<file path="src/rtl/prbs_chk_pkg.sv">
// Shared types and constants for the 16-lane PRBS receive checker.
package prbs_chk_pkg;

  localparam int unsigned STATE_W = 2;
  localparam int unsigned CNT_W   = 32;

  localparam logic [CNT_W-1:0] CNT_MAX     = '1;
  localparam logic [31:0]      DEFAULT_EQN = 32'h0010_0002;

  typedef enum logic [STATE_W-1:0] {
    ST_IDLE   = 2'd0,
    ST_SEED   = 2'd1,
    ST_HUNT   = 2'd2,
    ST_LOCKED = 2'd3
  } state_e;

endpackage

</file>
<file path="src/rtl/prbs_lane_checker.sv">
// One self-synchronizing PRBS lane: received-bit history, tap predictor, mismatch.
module prbs_lane_checker
  import prbs_chk_pkg::*;
#(
  parameter int unsigned PRBS_W = 32
) (
  input  logic              clk,
  input  logic              rst,
  input  logic              clr,
  input  logic              shift,
  input  logic              inv,
  input  logic [PRBS_W-1:0] eqn,
  input  logic              din,
  output logic              mismatch_c
);

  logic [PRBS_W-1:0] hist_q;
  logic              d_c;
  logic              pred_c;

  // Received bit after polarity correction, and the bit the taps predict for it.
  always_comb begin
    d_c        = din ^ inv;
    pred_c     = ^(hist_q & eqn);
    mismatch_c = d_c ^ pred_c;
  end

  // History always takes the received bit so the lane resynchronizes after errors.
  always_ff @(posedge clk or posedge rst) begin
    if (rst) begin
      hist_q <= '0;
    end else if (clr) begin
      hist_q <= '0;
    end else if (shift) begin
      hist_q <= {hist_q[PRBS_W-2:0], d_c};
    end
  end

endmodule

</file>
<file path="src/rtl/prbs_checker_rx16.sv">
// Multi-lane PRBS checker: seed/hunt/lock FSM with error and cycle accumulators.
module prbs_checker_rx16
  import prbs_chk_pkg::*;
#(
  parameter int unsigned N_LANES  = 16,
  parameter int unsigned PRBS_W   = 32,
  parameter int unsigned LOCK_CYC = 64,
  parameter int unsigned LOSS_CYC = 16
) (
  input  logic               clk,
  input  logic               rst,
  input  logic               en,
  input  logic               clr_cnt,
  input  logic [PRBS_W-1:0]  eqn,
  input  logic               inv,
  input  logic               din_valid,
  input  logic [N_LANES-1:0] din,
  output logic [STATE_W-1:0] state,
  output logic               locked,
  output logic [N_LANES-1:0] err_flag,
  output logic [CNT_W-1:0]   err_cnt,
  output logic [CNT_W-1:0]   cyc_cnt
);

  localparam int unsigned RUN_MAX = (PRBS_W > LOCK_CYC)
                                    ? ((PRBS_W > LOSS_CYC) ? PRBS_W : LOSS_CYC)
                                    : ((LOCK_CYC > LOSS_CYC) ? LOCK_CYC : LOSS_CYC);
  localparam int unsigned RUN_W   = $clog2(RUN_MAX + 1);
  localparam int unsigned POP_W   = $clog2(N_LANES + 1);
  localparam int unsigned SUM_W   = CNT_W + 1;

  state_e             state_q;
  state_e             state_d;
  logic [RUN_W-1:0]   run_q;
  logic [RUN_W-1:0]   run_d;
  logic [N_LANES-1:0] mis_c;
  logic               any_mis_c;
  logic               hist_clr_c;
  logic               acc_en_c;
  logic [POP_W-1:0]   pop_c;
  logic [SUM_W-1:0]   err_sum_c;

  assign state      = state_q;
  assign any_mis_c  = |mis_c;
  assign hist_clr_c = ~en | (state_q == ST_IDLE);
  assign acc_en_c   = en & din_valid & (state_q == ST_LOCKED);

  // One checker per lane; histories are flushed while disabled or idle.
  for (genvar i = 0; i < N_LANES; i++) begin : g_lane
    prbs_lane_checker #(
      .PRBS_W (PRBS_W)
    ) u_lane (
      .clk        (clk),
      .rst        (rst),
      .clr        (hist_clr_c),
      .shift      (din_valid),
      .inv        (inv),
      .eqn        (eqn),
      .din        (din[i]),
      .mismatch_c (mis_c[i])
    );
  end

  // Number of errored lanes this cycle and the unsaturated accumulator sum.
  always_comb begin
    pop_c = '0;
    for (int unsigned i = 0; i < N_LANES; i++) begin
      pop_c = pop_c + POP_W'(mis_c[i]);
    end
    err_sum_c = {1'b0, err_cnt} + SUM_W'(pop_c);
  end

  // State and shared run counter (seed fill, good run, or bad run).
  always_ff @(posedge clk or posedge rst) begin
    if (rst) begin
      state_q <= ST_IDLE;
      run_q   <= '0;
    end else begin
      state_q <= state_d;
      run_q   <= run_d;
    end
  end

  // Next-state logic; only valid samples advance the run counter.
  always_comb begin
    state_d = state_q;
    run_d   = run_q;
    if (!en) begin
      state_d = ST_IDLE;
      run_d   = '0;
    end else begin
      case (state_q)
        ST_IDLE: begin
          state_d = ST_SEED;
          run_d   = '0;
        end
        ST_SEED: begin
          if (din_valid) begin
            if (run_q == RUN_W'(PRBS_W - 1)) begin
              state_d = ST_HUNT;
              run_d   = '0;
            end else begin
              run_d = run_q + RUN_W'(1);
            end
          end
        end
        ST_HUNT: begin
          if (din_valid) begin
            if (any_mis_c) begin
              run_d = '0;
            end else if (run_q == RUN_W'(LOCK_CYC - 1)) begin
              state_d = ST_LOCKED;
              run_d   = '0;
            end else begin
              run_d = run_q + RUN_W'(1);
            end
          end
        end
        ST_LOCKED: begin
          if (din_valid) begin
            if (!any_mis_c) begin
              run_d = '0;
            end else if (run_q == RUN_W'(LOSS_CYC - 1)) begin
              state_d = ST_SEED;
              run_d   = '0;
            end else begin
              run_d = run_q + RUN_W'(1);
            end
          end
        end
        default: begin
          state_d = ST_IDLE;
          run_d   = '0;
        end
      endcase
    end
  end

  // Lock indicator tracks the registered state.
  always_ff @(posedge clk or posedge rst) begin
    if (rst) begin
      locked <= 1'b0;
    end else begin
      locked <= (state_d == ST_LOCKED);
    end
  end

  // Per-lane error flags: suppressed while seeding, held across invalid cycles.
  always_ff @(posedge clk or posedge rst) begin
    if (rst) begin
      err_flag <= '0;
    end else if (hist_clr_c) begin
      err_flag <= '0;
    end else if (din_valid) begin
      err_flag <= ((state_q == ST_HUNT) || (state_q == ST_LOCKED)) ? mis_c : '0;
    end
  end

  // Saturating accumulators, active only while locked; clear has priority.
  always_ff @(posedge clk or posedge rst) begin
    if (rst) begin
      err_cnt <= '0;
      cyc_cnt <= '0;
    end else if (clr_cnt) begin
      err_cnt <= '0;
      cyc_cnt <= '0;
    end else if (acc_en_c) begin
      err_cnt <= err_sum_c[CNT_W] ? CNT_MAX : err_sum_c[CNT_W-1:0];
      cyc_cnt <= (cyc_cnt == CNT_MAX) ? CNT_MAX : cyc_cnt + CNT_W'(1);
    end
  end

endmodule

</file>
<file path="config.mk">
export PLATFORM = sky130hd
export DESIGN_NAME = prbs_checker_rx16
export DESIGN_NICKNAME = d
export VERILOG_FILES = /design/src/rtl/prbs_chk_pkg.sv /design/src/rtl/prbs_lane_checker.sv /design/src/rtl/prbs_checker_rx16.sv
export SDC_FILE = /design/constraint.sdc
export NUM_CORES = 2
export LEC_CHECK = 0
export ABC_AREA = 1
export BUFFER_PORTS_ARGS = -buffer_cell sky130_fd_sc_hd__buf_2
export CORE_UTILIZATION = 45
export CTS_CLUSTER_SIZE = 24
export DETAILED_ROUTE_END_ITERATION = 16
export HOLD_SLACK_MARGIN = 0.03
export PLACE_DENSITY = 0.71
export REMOVE_ABC_BUFFERS = 1
export SLEW_MARGIN = 30
export SYNTH_ARGS = -nofsm -noshare
export SYNTH_HDL_FRONTEND = slang
export SYNTH_SLANG_ARGS = --single-unit
</file>
<file path="constraint.sdc">
create_clock -name clk -period 26.2 [get_ports clk]
set_input_delay 3.93 -clock clk [delete_from_list [all_inputs] [get_ports clk]]
set_output_delay 3.93 -clock clk [all_outputs]
set_load 0.02 [all_outputs]
</file>
After elaboration in Yosys (flattened, before gate mapping)

Cells that the tools add are included.

Bits in registers: 602
Input bits: 54
Output and inout port bits: 83
Word-level logic and storage cells: 186

Add/subtract/negate cells: 18
Equality and inequality tests: 11
Multiplexer cells: 61
Bitwise operators: 52
Reduce and logical (&&, ||, !) cells: 22

Operators with widths:

| cell                    | count |
|---|---|
| $mux W32                | 38 |
| $and A32 B32 Y32        | 16 |
| $reduce_xor A32 Y1      | 16 |
| $mux W7                 | 9 |
| $add A5 B1 Y5           | 11 |
| $mux W16                | 3 |
| $add A32 B5 Y33         | 1 |
| $add A32 B1 Y32 const B | 1 |
| $eq A32 B32 Y1 const B  | 1 |
| $xor A1 B1 Y1           | 32 |
| $pmux W7 S4             | 1 |
| $mux W2                 | 9 |
| $reduce_or A16 Y1       | 1 |
| $ne A3 B3 Y1 const B    | 3 |
| $pmux W2 S4             | 1 |
| $add A7 B1 Y7 const B   | 1 |
| $eq A7 B4 Y1 const B    | 1 |
| $eq A7 B5 Y1 const B    | 1 |
| $eq A7 B6 Y1 const B    | 1 |
| $eq A2 B2 Y1 const B    | 3 |
| $add A4 B1 Y5           | 1 |
| $add A3 B1 Y4           | 1 |
| $reduce_bool A2 Y1      | 2 |
| $add A2 B1 Y3           | 1 |
| other kinds (8)         | 9 |

Longest topological paths before layout

Depth in word-level cells: 22
Mapped depth: 43

Cells and area by module

From an unflattened synthesis, not the netlist that was laid out.

Cells, all modules: 5368
Area total of the unflattened synthesis: 37509.7 um^2

By module, submodules not included:

| module            | instances | cells each | area an instance (um^2) | seq. area each (um^2) |
|---|---|---|---|---|
| prbs_lane_checker | 16        | 274        | 1935.6                  | 800.8 |
| prbs_checker_rx16 | 1         | 984        | 6540.0                  | 2252.2 |

Worst setup path before layout

No wires, ideal clock.

Kind: input to register
From: in eqn[22]
To: reg err_cnt[30]
Setup time: 0.132 ns
Data arrival time: 9.427 ns
Data required time: 26.068 ns
Slack: 16.640 ns
Stages: 39
Path buffers: 2
Path through: buf_4 buf_6 nand2_1 xor2_1 nand2_1 nand2_1 nand2_1 nand2_1 nand2_1 nand2_1 inv_1 nand2_1 nand3_1 nand2_1 inv_1 fa_1 inv_1 fa_1 [3 not listed] fa_1 inv_1 fa_1 nand3_1 nand2_1 nand2_1 a21oi_2 nand2_1 nor2_1 nand2_1 inv_1 nand3_1 nor2_1 nand3_1 nor2_1 nand2_1 o21ai_0 o22ai_1

Cells in the longest elaborated chain, start to end: 22
Elaborated cells between the ends (all ways): 67

RTL lines:

| element                     | line                     | text |
|---|---|---|
| start: declaration          | prbs_checker_rx16.sv:14  | `input logic [PRBS_W-1:0] eqn,` |
| $and A32 B32 Y32            | prbs_lane_checker.sv:24  | `pred_c = ^(hist_q & eqn);` |
| $reduce_xor A32 Y1          | prbs_lane_checker.sv:24  |  |
| $xor A1 B1 Y1               | prbs_lane_checker.sv:25  | `mismatch_c = d_c ^ pred_c;` |
| $add A1 B1 Y2               | prbs_checker_rx16.sv:68  | `pop_c = pop_c + POP_W'(mis_c[i]);` |
| $add A2 B1 Y3               | prbs_checker_rx16.sv:68  |  |
| $add A3 B1 Y4               | prbs_checker_rx16.sv:68  |  |
| $add A4 B1 Y5               | prbs_checker_rx16.sv:68  |  |
| $add A5 B1 Y5 (10 in a row) | prbs_checker_rx16.sv:68  |  |
| $add A5 B1 Y5 (*)           | prbs_checker_rx16.sv:68  |  |
| $add A32 B5 Y33 (*)         | prbs_checker_rx16.sv:70  | `err_sum_c = {1'b0, err_cnt} + SUM_W'(pop_c);` |
| $mux W32 (*)                | prbs_checker_rx16.sv:168 | `err_cnt <= err_sum_c[CNT_W] ? CNT_MAX : err_sum_c[CNT_W-1:0];` |
| $mux W32 (*)                | prbs_checker_rx16.sv:167 | `end else if (acc_en_c) begin` |
| $mux W32 (*)                | prbs_checker_rx16.sv:164 | `end else if (clr_cnt) begin` |
| end signal: assignment      | prbs_checker_rx16.sv:168 |  |
| end: declaration            | prbs_checker_rx16.sv:21  | `output logic [CNT_W-1:0] err_cnt,` |

Mark *: on every way between the ends. The rest lies on a longest branch, timed or not. The select of a mux whose other input is x is not followed.
A chain may end at the register's enable or synchronous reset.

Worst setup path after layout

From: in eqn[31]
To: reg err_cnt[30]

Same word-level chain as after synthesis.

==> qor.yml <==
synth_common_cells: "2214 x nand2_1, 819 x inv_1, 602 x dfrtp_1, 474 x o22ai_1, 177 x xor2_1"
grt_pass1_wl_mm: 160
tritoncts.num_buffers: 72
skew_ns: 0.0253
start_util_pct: 45.8
antenna_found_initial: 0
pwr_density_cell_nw_per_um2: 53.0
max-cap-violations: 0
async_reset_ff_share_pct: 100
hold_violations: 0
use_met3_pct: 2.87
clock_sinks: 602
max_freq_ghz: 0.0993
stdcell_area_um2: 40700
hold_class: "flop to flop"
path_max_fanout: 17
first_pass_iters: 6
layout-area-overhead-vs-synth_pct: 9.72
antenna_cells: 0
portBuffers: 136
grt_max_degree: 237
slowest_delay_ns: 0.58
synth.area.top_cells: "dfrtp_1 41%, nand2_1 22%, inv_1 8.3%"
synth_ff_type: "dfrtp_1"
crit_arrival_ns: 10.54
use_met2_pct: 39.8
clkTransAtPathRegs_ns: 0.06
routedWlPerCell_um: 15.3
max_slew.worst_pin.slew_ns: 1.05
slew_viol_final: 0
status: "finished clean"
ir_drop_mv: 0.0429
grt_util_all_layers_pct: 23.8
ant_nets: 0
cts.repair.resized: 0
critPathMostFrequentCell: "nand2_1"
seq_area_frac_synth_pct: 40.6
vias_per_cell: 5.10
rsz0062_at_grt: "no"
drive_above_1_share_pct: 7.59
leakage_nw: 20.5
vias: 32700
syn_inst: 5262
relSlewSlack_pct: 30.1
die_x_um: 289
cp.required_ns: 26.67
first_global_vias: 31300
rows: 104
io_pins: 137
start_kind: "primary input"
cts_tree: "yes"
setup-tns-final_ns: 0
fin_cells: 6406
htree_levels: 3
syn_area_per_cell_um2: 7.05
routed_wirelength_mm: 98.3
dp.cells: 6274
yosysWarningCount: 0
postCtsSetupBuffers: 0
final_nets: 5365
core_region_area_um2: 81100
synth_edf_count: 0
yosysTopAreaCell: "dfrtp_1"
place.gp.congestion: 0.903
period_share_pct: 38.4
grt-ovfl-total: 0
drt_iter0_markers: 2132
min_period_ns: 10.07
ys_ff_latch: 602
synth_top_area_share_pct: 40.6
clockRootBuffer: "clkbuf_16"
syn_area_um2: 37100
die_h_um: 289
clockBufferDepth: 3
dp_hpwl_mm: 66.2
setup_viol: 0
fillers: 7917
clk_latency_ns: 0.62
remaining_drc_errors: 0
place_area_um2: 38200
cts-hold-fix-buffers: 0
worstSetupPathType: "primary input to flop"
cp-end-kind: "flop"
crit_path_top_delay_cell: "fa_1"
power.total_w: 0.00216
ys_types: 43
synth_most_common_cell: "nand2_1"
dieArea_um2: 83600
grt-busiest-layer: "met2"
use_met1_pct: 31.2
## stage by stage
stage                     hold WS (ns)  worst slack [ns]  utilization, %
after floorplan                  0.453              5.42               -
after global placement           0.466             15.69            47.1
after detailed placement         0.468             15.53            47.1
after CTS                        0.482             16.14            50.2
after global routing             0.500             15.58            50.2
final                            0.478             16.13            50.2
## state kept, by name, indices dropped and copies added (netlist names)
signal	count
locked	1
err_flag	16
g_lane.u_lane.hist_q	512
state	2
run_q	7
err_cnt	32
cyc_cnt	32
## area by class of cell
| type | instances | area [µm²] | share of cell area (%) |
|---|---|---|---|
| Sequential cell | 602 | 15100 | 37.0 |
| Multi-Input combinational cell | 3605 | 17700 | 43.5 |
| Tap cell | 1060 | 1330 | 3.26 |
| Inverter | 853 | 3230 | 7.94 |
| Clock inverter | 20 | 264 | 0.648 |
| Clock buffer | 111 | 2210 | 5.43 |
| Timing Repair Buffer | 155 | 891 | 2.19 |
## path summary, 6_finish.rpt
path	slack, ns	cells after the start	from	endpoint
setup / recovery	16.13	35	eqn[31]	err_cnt[30]$_DFFE_PP0P_
hold / removal	0.48	2	err_flag[3]$_DFFE_PP0P_	err_flag[3]$_DFFE_PP0P_
setup reg to reg	19.55	34	g_lane[14].u_lane.hist_q[31]$_DFFE_PP0P_	err_cnt[30]$_DFFE_PP0P_
hold reg to reg	0.48	2	err_flag[3]$_DFFE_PP0P_	err_flag[3]$_DFFE_PP0P_
max in group asynchronous	20.75	4	rst	g_lane[2].u_lane.hist_q[5]$_DFFE_PP0P_
min in group asynchronous	3.42	2	rst	g_lane[3].u_lane.hist_q[31]$_DFFE_PP0P_
## layout by cell type, fill, tap and decap left out, types with 3 or more instances in the layout
cell type and count:
a21oi_1 20, a32o_1 8, and2_1 4, buf_2 136, buf_4 10, buf_6 6
bufinv_16 6, clkbuf_1 16, clkbuf_16 75, clkbuf_8 20, clkinv_2 10, dfrtp_1 602
fa_1 12, ha_1 10, inv_1 817, inv_2 31, inv_6 3, nand2_1 2214
nand2_2 60, nand3_1 161, nand3_2 3, nand3b_1 3, nand4_1 15, nor2_1 74
nor2_2 17, nor3_1 31, nor3_2 5, nor4_1 4, o21ai_0 109, o21ai_1 6
o22ai_1 474, xnor2_1 174, xnor2_2 5, xor2_1 177
## power breakdown
group	leakage, nW	switching [W]	internal [W]
clock network	1.22	0.000413	0.000640
logic	10.9	0.000127	0.0000463
registers	8.41	0.000000948	0.000931
## cell families after synthesis
group	synth area share (%)
AO/OA/AOI/OAI	10.2
XOR/XNOR	8.59
adder cells (fa/ha/maj)	0.984
buffers and inverters	11.7
flip-flops	40.6
AND/OR/NAND/NOR	27.9
## critical path: cells and delay by family
family	cells	cell delay (ns)
adder cells (fa/ha/maj)	6	2.68
AND/OR/NAND/NOR	20	2.48
XOR/XNOR	1	0.34
AO/OA/AOI/OAI	3	0.43
buffers and inverters	5	0.67
## layer usage
layer  up-vias  part of all wire [%]
met3       194                   4.0
met5         -                     0
li1      16400                     -
met2       653                    48
met1     15500                    44
met4         0                   4.2
(Power assumes the default switching activity.)
